File: src/rtl/lc3b_types_pkg.sv
// Shared LC-3b pipeline types: elastic stage state encoding and the
// per-stage payload/control widths used when instantiating lc3b_pipe_stage.
package lc3b_types;

    typedef enum logic [1:0] {
        PS_EMPTY = 2'd0,
        PS_ONE   = 2'd1,
        PS_FULL  = 2'd2
    } pipe_state_t;

    localparam int IF_ID_DATA_W  = 32;
    localparam int IF_ID_CTRL_W  = 4;
    localparam int ID_EX_DATA_W  = 64;
    localparam int ID_EX_CTRL_W  = 16;
    localparam int EX_MEM_DATA_W = 64;
    localparam int EX_MEM_CTRL_W = 12;
    localparam int MEM_WB_DATA_W = 48;
    localparam int MEM_WB_CTRL_W = 6;
    localparam int STALL_CNT_W   = 16;

endpackage

File: src/rtl/lc3b_sat_counter.sv
// Saturating up-counter with synchronous clear; clear beats increment.
module lc3b_sat_counter #(
    parameter int W = 16
) (
    input  logic         clk,
    input  logic         rst_n,
    input  logic         inc,
    input  logic         clr,
    output logic [W-1:0] count
);

    always_ff @(posedge clk or negedge rst_n) begin
        if (!rst_n) begin
            count <= '0;
        end else if (clr) begin
            count <= '0;
        end else if (inc && !(&count)) begin
            count <= count + W'(1);
        end
    end

endmodule

File: src/rtl/lc3b_pipe_stage.sv
// Elastic valid/ready pipeline stage with flush, ctrl zeroing on bubbles and
// stall statistics. Define PIPE_STAGE_SKID_EN for the 2-entry registered-ready skid.
//   state    | meaning
//   PS_EMPTY | no valid entry, out_ctrl held at 0
//   PS_ONE   | main register holds the head entry
//   PS_FULL  | main and skid both hold entries, in_ready low (skid build only)
module lc3b_pipe_stage
    import lc3b_types::*;
#(
    parameter int DATA_W = 64,
    parameter int CTRL_W = 16,
    parameter int CNT_W  = 16
) (
    input  logic              clk,
    input  logic              rst_n,
    input  logic              in_valid,
    output logic              in_ready,
    input  logic [DATA_W-1:0] in_data,
    input  logic [CTRL_W-1:0] in_ctrl,
    output logic              out_valid,
    input  logic              out_ready,
    output logic [DATA_W-1:0] out_data,
    output logic [CTRL_W-1:0] out_ctrl,
    input  logic              flush,
    input  logic              clr_stats,
    output logic [CNT_W-1:0]  stall_cnt
);

    pipe_state_t       r_state;
    logic              r_valid;
    logic [DATA_W-1:0] r_data;
    logic [CTRL_W-1:0] r_ctrl;
    logic              w_in_fire;
    logic              w_out_fire;

    assign out_valid  = r_valid;
    assign out_data   = r_data;
    assign out_ctrl   = r_ctrl;
    assign w_out_fire = r_valid & out_ready;

`ifdef PIPE_STAGE_SKID_EN
    logic              r_in_ready;
    logic [DATA_W-1:0] r_skid_data;
    logic [CTRL_W-1:0] r_skid_ctrl;

    assign in_ready  = r_in_ready;
    assign w_in_fire = in_valid & r_in_ready;

    // in_ready is the registered image of (next state != PS_FULL).
    always_ff @(posedge clk or negedge rst_n) begin
        if (!rst_n) begin
            r_state     <= PS_EMPTY;
            r_valid     <= 1'b0;
            r_data      <= '0;
            r_ctrl      <= '0;
            r_skid_data <= '0;
            r_skid_ctrl <= '0;
            r_in_ready  <= 1'b0;
        end else if (flush) begin
            r_state    <= PS_EMPTY;
            r_valid    <= 1'b0;
            r_ctrl     <= '0;
            r_in_ready <= 1'b1;
        end else begin
            r_in_ready <= 1'b1;
            case (r_state)
                PS_EMPTY: begin
                    if (w_in_fire) begin
                        r_state <= PS_ONE;
                        r_valid <= 1'b1;
                        r_data  <= in_data;
                        r_ctrl  <= in_ctrl;
                    end
                end
                PS_ONE: begin
                    if (w_in_fire && w_out_fire) begin
                        r_data <= in_data;
                        r_ctrl <= in_ctrl;
                    end else if (w_in_fire) begin
                        r_state     <= PS_FULL;
                        r_skid_data <= in_data;
                        r_skid_ctrl <= in_ctrl;
                        r_in_ready  <= 1'b0;
                    end else if (w_out_fire) begin
                        r_state <= PS_EMPTY;
                        r_valid <= 1'b0;
                        r_ctrl  <= '0;
                    end
                end
                PS_FULL: begin
                    if (w_out_fire) begin
                        r_state <= PS_ONE;
                        r_data  <= r_skid_data;
                        r_ctrl  <= r_skid_ctrl;
                    end else begin
                        r_in_ready <= 1'b0;
                    end
                end
                default: begin
                    r_state <= PS_EMPTY;
                    r_valid <= 1'b0;
                    r_ctrl  <= '0;
                end
            endcase
        end
    end
`else
    logic w_in_ready;

    assign w_in_ready = !r_valid | out_ready;
    assign in_ready   = w_in_ready;
    assign w_in_fire  = in_valid & w_in_ready;

    always_ff @(posedge clk or negedge rst_n) begin
        if (!rst_n) begin
            r_state <= PS_EMPTY;
            r_valid <= 1'b0;
            r_data  <= '0;
            r_ctrl  <= '0;
        end else if (flush) begin
            r_state <= PS_EMPTY;
            r_valid <= 1'b0;
            r_ctrl  <= '0;
        end else begin
            case (r_state)
                PS_EMPTY: begin
                    if (w_in_fire) begin
                        r_state <= PS_ONE;
                        r_valid <= 1'b1;
                        r_data  <= in_data;
                        r_ctrl  <= in_ctrl;
                    end
                end
                default: begin
                    if (w_in_fire) begin
                        r_data <= in_data;
                        r_ctrl <= in_ctrl;
                    end else if (w_out_fire) begin
                        r_state <= PS_EMPTY;
                        r_valid <= 1'b0;
                        r_ctrl  <= '0;
                    end
                end
            endcase
        end
    end
`endif

    lc3b_sat_counter #(.W(CNT_W)) u_stall_cnt (
        .clk   (clk),
        .rst_n (rst_n),
        .inc   (r_valid & ~out_ready),
        .clr   (clr_stats),
        .count (stall_cnt)
    );

endmodule
File: config.mk
export PLATFORM = sky130hd
export DESIGN_NAME = lc3b_pipe_stage
export DESIGN_NICKNAME = d
export VERILOG_FILES = /design/src/rtl/lc3b_types_pkg.sv /design/src/rtl/lc3b_sat_counter.sv /design/src/rtl/lc3b_pipe_stage.sv
export SDC_FILE = /design/constraint.sdc
export NUM_CORES = 1
export LEC_CHECK = 0
export ABC_AREA = 1
export BUFFER_PORTS_ARGS = -buffer_cell sky130_fd_sc_hd__buf_4
export CORE_ASPECT_RATIO = 0.7
export CORE_MARGIN = 3
export CORE_UTILIZATION = 30
export DETAILED_ROUTE_END_ITERATION = 6
export SLEW_MARGIN = 15
export SYNTH_ARGS = -nofsm -noshare
export SYNTH_HDL_FRONTEND = slang
export SYNTH_SLANG_ARGS = --single-unit
File: constraint.sdc
create_clock -name clk -period 2.1 [get_ports clk]
set_input_delay 0.42 -clock clk [delete_from_list [all_inputs] [get_ports clk]]
set_output_delay 0.42 -clock clk [all_outputs]
set_load 0.02 [all_outputs]
# After elaboration in Yosys (flattened, before gate mapping)
# Cells that the tools add are included.
dict set report word_totals {
  inputBits 86
  wordCells 41
  out_inout_bits 98
  reg_bits 99
}
dict set report classes {
  n_reduce_logical 10
  eq_ne 2
  n_bitwise 6
  muxes 17
  addsub 1
}
# operator n
set ops {}
lappend ops {{16-bit 2-to-1 mux} 7}
lappend ops {{16-bit by 1-bit adder with 16-bit output, second input constant} 1}
lappend ops {{16-bit AND reduction} 1}
lappend ops {{2-bit 2-to-1 mux} 5}
lappend ops {{1-bit 2-to-1 mux} 5}
lappend ops {{2-bit AND reduction} 2}
lappend ops {{1-bit bitwise AND} 3}
lappend ops {{3-bit by 2-bit != test with 1-bit output, second input constant} 1}
lappend ops {{3-bit != test, second input constant} 1}
lappend ops {{3-bit AND reduction} 1}
lappend ops {{3-bit nonzero test} 1}
lappend ops {{1-bit zero test} 2}
lappend ops {{2-bit zero test} 1}
lappend ops {{1-bit NOT} 2}
lappend ops {{2-bit nonzero test} 1}
lappend ops {{1-bit logical AND} 1}
lappend ops {{1-bit bitwise OR} 1}

# Logic depth before layout (Yosys ltp)
dict set report depth {
  depth_word 6
  ltp_mapped 10
  mapped_depth_nobuf 9
}

# Cells and area by module
# From an unflattened synthesis, not the netlist that was laid out.
dict set report unflattened {
  cells_unflattened 503
  area_unflattened_um2 4245.3
}
# mod area_per_inst_um2 instances seq_area_each_um2 cells_each
set modules_own_cells {}
lappend modules_own_cells {lc3b_pipe_stage 3238.1 1 2026.9 357}
lappend modules_own_cells {lc3b_sat_counter 1007.2 1 400.4 146}

# Worst setup path after synthesis
# No wires, ideal clock.
dict set report synth_timing {
  kind {register -> register}
  from {register u_stall_cnt.count[0]}
  to {register u_stall_cnt.count[2]}
  t_arrival_ps 1584
  n_path_buf 1
  setup_slack_ps 450
  required_ps 2034
  period_less_slack_ps 1650
  setup_time_ps 66
  path_stages_with_launch 10
  cell_sequence {dfrtp_1 ha_1 nand2_1 nor2_2 nand2_2 nor2_4 nor2_4 buf_2 nand4_1 nand2_1}
}
dict set report synth_between {
  elab_chain_len 4
  word_cells_on_any_way 7
  cone_classes {add/sub (1); mux (2); reduce/logical (4)}
}
# element line_no
set synth_lines {}
lappend synth_lines {{start, declared} lc3b_sat_counter.sv:9} ;# output logic [W-1:0] count
lappend synth_lines {{start signal, assigned} lc3b_sat_counter.sv:18} ;# count <= count + W'(1);
lappend synth_lines {{parallel branches: the longest is 4 deep, another holds 16-bit by 1-bit adder with 16-bit output} -}
# Parallel ways; which one is timed is not known. The select of a mux whose other input is x is not followed.
# A chain may end at the register's enable or synchronous reset.

# Worst setup path after layout
dict set report layout_timing {
  from {register u_stall_cnt.count[0]}
  to {register u_stall_cnt.count[3]}
}
# The elaborated chain is that of the path after synthesis.

==> results by stage <==
Run:
- The count of max-cap constraint violations is 0.

Setup path:
- The critical path class is reg2reg.
- Along the worst path, the maximum fanout reaches 17.
- The standard cell with the maximum stage delay on the critical path is sky130_fd_sc_hd__dfrtp_1.
- The origin of the critical flop-to-flop path is u_stall_cnt.count[0].
- The number of cells on the critical path is 9.
- The arrival time at the worst endpoint is 1.97 ns.
- The reg-to-reg critical path endpoint is u_stall_cnt.count[3].
- STA classifies the critical path startpoint as a register.
- The number of buffers and inverters on the critical path is 0.
- The largest single stage delay on the critical path is 0.43 ns.
- Counting stages on the worst path, the most repeated cell is sky130_fd_sc_hd__nand2_1.
- The data required time of the worst path is 2.32 ns.
- The cell depth of the worst flop-to-flop path is 9.
- The worst-case register-to-register setup slack is 0.35 ns.
- Traced cell by cell, the critical path runs through ha_1 -> nand2_1 -> nor2_2 -> nand2_2 -> nor2_4 -> nor2_4 -> nor2_8 -> nand2_1 -> nand2_1.
- The type of destination of the critical path is a register.
- The category of cells accounting for the largest share of critical-path delay is simple AND/OR/NAND/NOR gates.

Clock network:
- The maximum level of the CTS H-tree is 3.
- After clock tree synthesis, the setup repair step added 0 buffers.
- The number of hold buffers added after CTS was 1.
- The number of clock buffers added by TritonCTS is 9.
- Once the clock tree was built, the resizer swapped 0 gates to a different size.
- The clock transition at the registers of the reported paths is 0.07 ns.
- The largest buffer count on any clock path is 2.
- The sink count of the clock tree is 97.
- The cell sitting at the root of the clock tree is a sky130_fd_sc_hd__clkbuf_16.
- TritonCTS built the clock tree.
- The clock network latency to the later pin of the worst-skew pair is 0.34 ns.

Power:
- The worst-case vdd ir drop is 0.439 mV.
- The leakage power total is 0.00293 uW.
- The power density over the cells is 840 nW/um^2.

Placed design:
- At the placement stage, the worst setup path has a slack of 0.350 ns.
- The wire-length estimate of the detail-placed layout is 7890 um.
- The cell area reported after detailed placement is 5720 um^2.
- The congestion estimate from routability-driven global placement came to 0.838.
- The number of buffer cells added on primary ports is 183.

GRT:
- The first global-routing pass estimated 17400 um of wire.
- The total track usage is 14.1%.
- The maximum number of pins on one net before global-route repair is 57.
- The initial antenna violation count came to 0.
- The number of global-route vias before repair is 3398.
- The leftover overflow at the end of global routing is 0.

Route:
- In the routed layout, each cell is associated on average with a via count of 4.47.
- The wire length on met3 is 957 um.
- The number of violations reported at the end of detailed-routing iteration 0 is 104.
- In this run the remaining antenna-violating nets after routing total 0.
- Dividing the detail-routed wire length by the instance count gives 14.5 um.
- The iteration count of the initial detailed-routing pass is 4.
- The uppermost signal routing layer after detailed routing is met4.
- The routed metal-1 wire length is 4750 um.
- The routed design has 10700 um of wire.
- The DRC violation count after routing is 0.
- The total via count in the routed design is 3306.
- The met2 wire length is 4870 um.

Die:
- The initialized floorplan defines 35 standard-cell rows.
- The die outline height is 104 um.
- The total die area is 15100 um^2.
- For this configuration, the core starts out at a cell density of 30.9%.
- The total area inside the core boundary comes to 13300 um^2.
- The die width is 146 um.
- The number of I/O pins is 184.

Synthesis:
- The combinational family with the most area after synthesis is multiplexers.
- The summed instance area of the synthesized netlist is 4100 um^2.
- The mean cell area of the mapped netlist is 11.3 um^2.
- Summing the areas of all fa, ha and maj instances in the mapped netlist gives 0.305% of the synthesized area.
- The post-synthesis xor/xnor area fraction is 0.640%.
- The flop and latch count out of synthesis is 97.
- Of the post-synthesis cell area, the part taken by muxes is 17.6%.
- The compound-cell area share of the yosys netlist is 2.68%.
- The number of nets in the synthesized netlist is 450.
- The number of warnings issued by yosys is 0.
- After synthesis, flip-flops and latches occupy 59.1% of the total area.
- Synthesis handed over a netlist of 363 instances.
- The synthesized netlist devotes 16.3% of its cell area to simple gates.
- Synthesis instantiated 25 different standard cells from the library.

STA:
- Setup violations remaining at the end of the flow were counted as 0.
- The number of pins with negative max-slew slack in the final report is 0.
- The clock skew is 0.00530 ns.
- The final critical delay including setup and external delays is 1.75 ns.
- The worst path uses 83.4% of the clock period.
- The final hold violation count was 0.
- Headroom to the max-slew limit came out at 65.9%.
- Setup slack closes at 0.349 ns.
- The maximum clock frequency is 571 MHz.
- After routing, the total negative slack on setup checks comes to 0 ns.
- Setup repair after global routing left no endpoint under its margin.
- The actual transition at the worst max-transition pin is 0.511 ns.

Status:
- The flow ran to the end, and the final reports show no timing, DRC or antenna violations.

Cells and area:
- The cell area after layout is 6010 um^2.
- The number of inserted diodes is 0.
- The number of nets in the finished design is 637.
- Measured on the finished design, the core utilization comes to 45.3%.
- The post-route netlist has 48.3% of its cells at a drive strength greater than 1.
- The area overhead of the layout relative to synthesis is 46.5%.

Worst hold path:
- The worst hold path passes through 2 cells.
- The worst hold path belongs to the class in2reg.
- The startpoint of the most critical hold path is flush.
- The path with the worst hold slack has its endpoint at r_state[0].
==> cells in the mapped netlist <==
cell type                   n  area, um^2
sky130_fd_sc_hd__inv_1     17        63.8
sky130_fd_sc_hd__nand3_2    1        10.0
sky130_fd_sc_hd__ha_1       1        12.5
sky130_fd_sc_hd__clkinv_1   1        3.75
sky130_fd_sc_hd__nor2_8     1        20.0
sky130_fd_sc_hd__or2_2      1        6.26
sky130_fd_sc_hd__buf_2      9        45.0
sky130_fd_sc_hd__nor3_1     1        5.00
sky130_fd_sc_hd__nand4_1   10        62.6
sky130_fd_sc_hd__dfrtp_1   97        2430
sky130_fd_sc_hd__buf_1      2        7.51
sky130_fd_sc_hd__clkbuf_1   2        7.51
sky130_fd_sc_hd__buf_6      1        11.3
sky130_fd_sc_hd__nor2_1    29         109
sky130_fd_sc_hd__a21oi_1   21         105
sky130_fd_sc_hd__o21ai_0    1        5.00
sky130_fd_sc_hd__mux2_1     9         101
sky130_fd_sc_hd__nand2_1   62         233
sky130_fd_sc_hd__nand2_2    2        12.5
sky130_fd_sc_hd__nor2_4     3        33.8
sky130_fd_sc_hd__xor2_1     3        26.3
sky130_fd_sc_hd__mux2_2    55         619
sky130_fd_sc_hd__nor2_2     1        6.26
sky130_fd_sc_hd__nand3b_1   2        15.0
sky130_fd_sc_hd__nand3_1   31         155
==> logic make-up after synthesis <==
group	after synthesis
fa+ha+maj	1
buf+inv	32
simple gates	144
xor+xnor	3
compound gates	22
flops	97
mux	64
==> flip-flops by register name (all words and copies together), names as in the netlist <==
signal,count
out_data,64
out_ctrl,16
u_stall_cnt.count,16
r_state,1
==> worst max-delay path by stage <==
stage	startpoint	to	slack [ns]
floorplan	u_stall_cnt.count[0]	u_stall_cnt.count[2]	0.45
global placement	out_ready	out_data[44]	0.38
detailed placement	out_ready	out_data[44]	0.35
CTS	u_stall_cnt.count[0]	u_stall_cnt.count[3]	0.34
global route	u_stall_cnt.count[0]	u_stall_cnt.count[14]	0.15
finish	u_stall_cnt.count[0]	u_stall_cnt.count[3]	0.35
==> layout make-up <==
type,count,area [um^2]
well taps,185,231
flip-flops and latches,97,2430
clock buffers,10,229
multi-input cells,234,1540
clock inverters,6,52.6
fillers,1251,7260
inverters,18,67.6
repair buffers,190,1470
==> per-stage QoR <==
step                std cells  total power, uW  hold WS, ns
CTS                       740             5160        0.231
detailed placement        723             3540        0.315
global placement          723             3510        0.314
finish                    740             5050        0.250
global route              740             5320        0.233
floorplan                 363             2870        0.124
==> power by group <==
part | switching (uW) | internal, uW | total, uW
clock | 741 | 821 | 1560
combinational | 629 | 611 | 1240
sequential | 134 | 2110 | 2250
==> per-layer routing <==
metal | vias up | global-route usage [%]
li1 | 1590 | -
met1 | 1584 | 18.3
met2 | 123 | 22.1
met3 | 9 | 5.84
met4 | 0 | 3.52
met5 | - | 0
==> placed cells by master (no fill, tap or decap), types with 4 or more instances in the layout <==
master,Yosys,layout
sky130_fd_sc_hd__a21oi_1,21,21
sky130_fd_sc_hd__mux2_1,9,9
sky130_fd_sc_hd__nor2_1,29,29
sky130_fd_sc_hd__inv_1,17,17
sky130_fd_sc_hd__buf_4,0,186
sky130_fd_sc_hd__clkbuf_16,0,9
sky130_fd_sc_hd__dfrtp_1,97,97
sky130_fd_sc_hd__nand4_1,10,10
sky130_fd_sc_hd__nand2_1,62,62
sky130_fd_sc_hd__nand3_1,31,31
sky130_fd_sc_hd__mux2_2,55,55
sky130_fd_sc_hd__clkinvlp_4,0,4
Note: power is estimated with default switching activity, not from simulation.
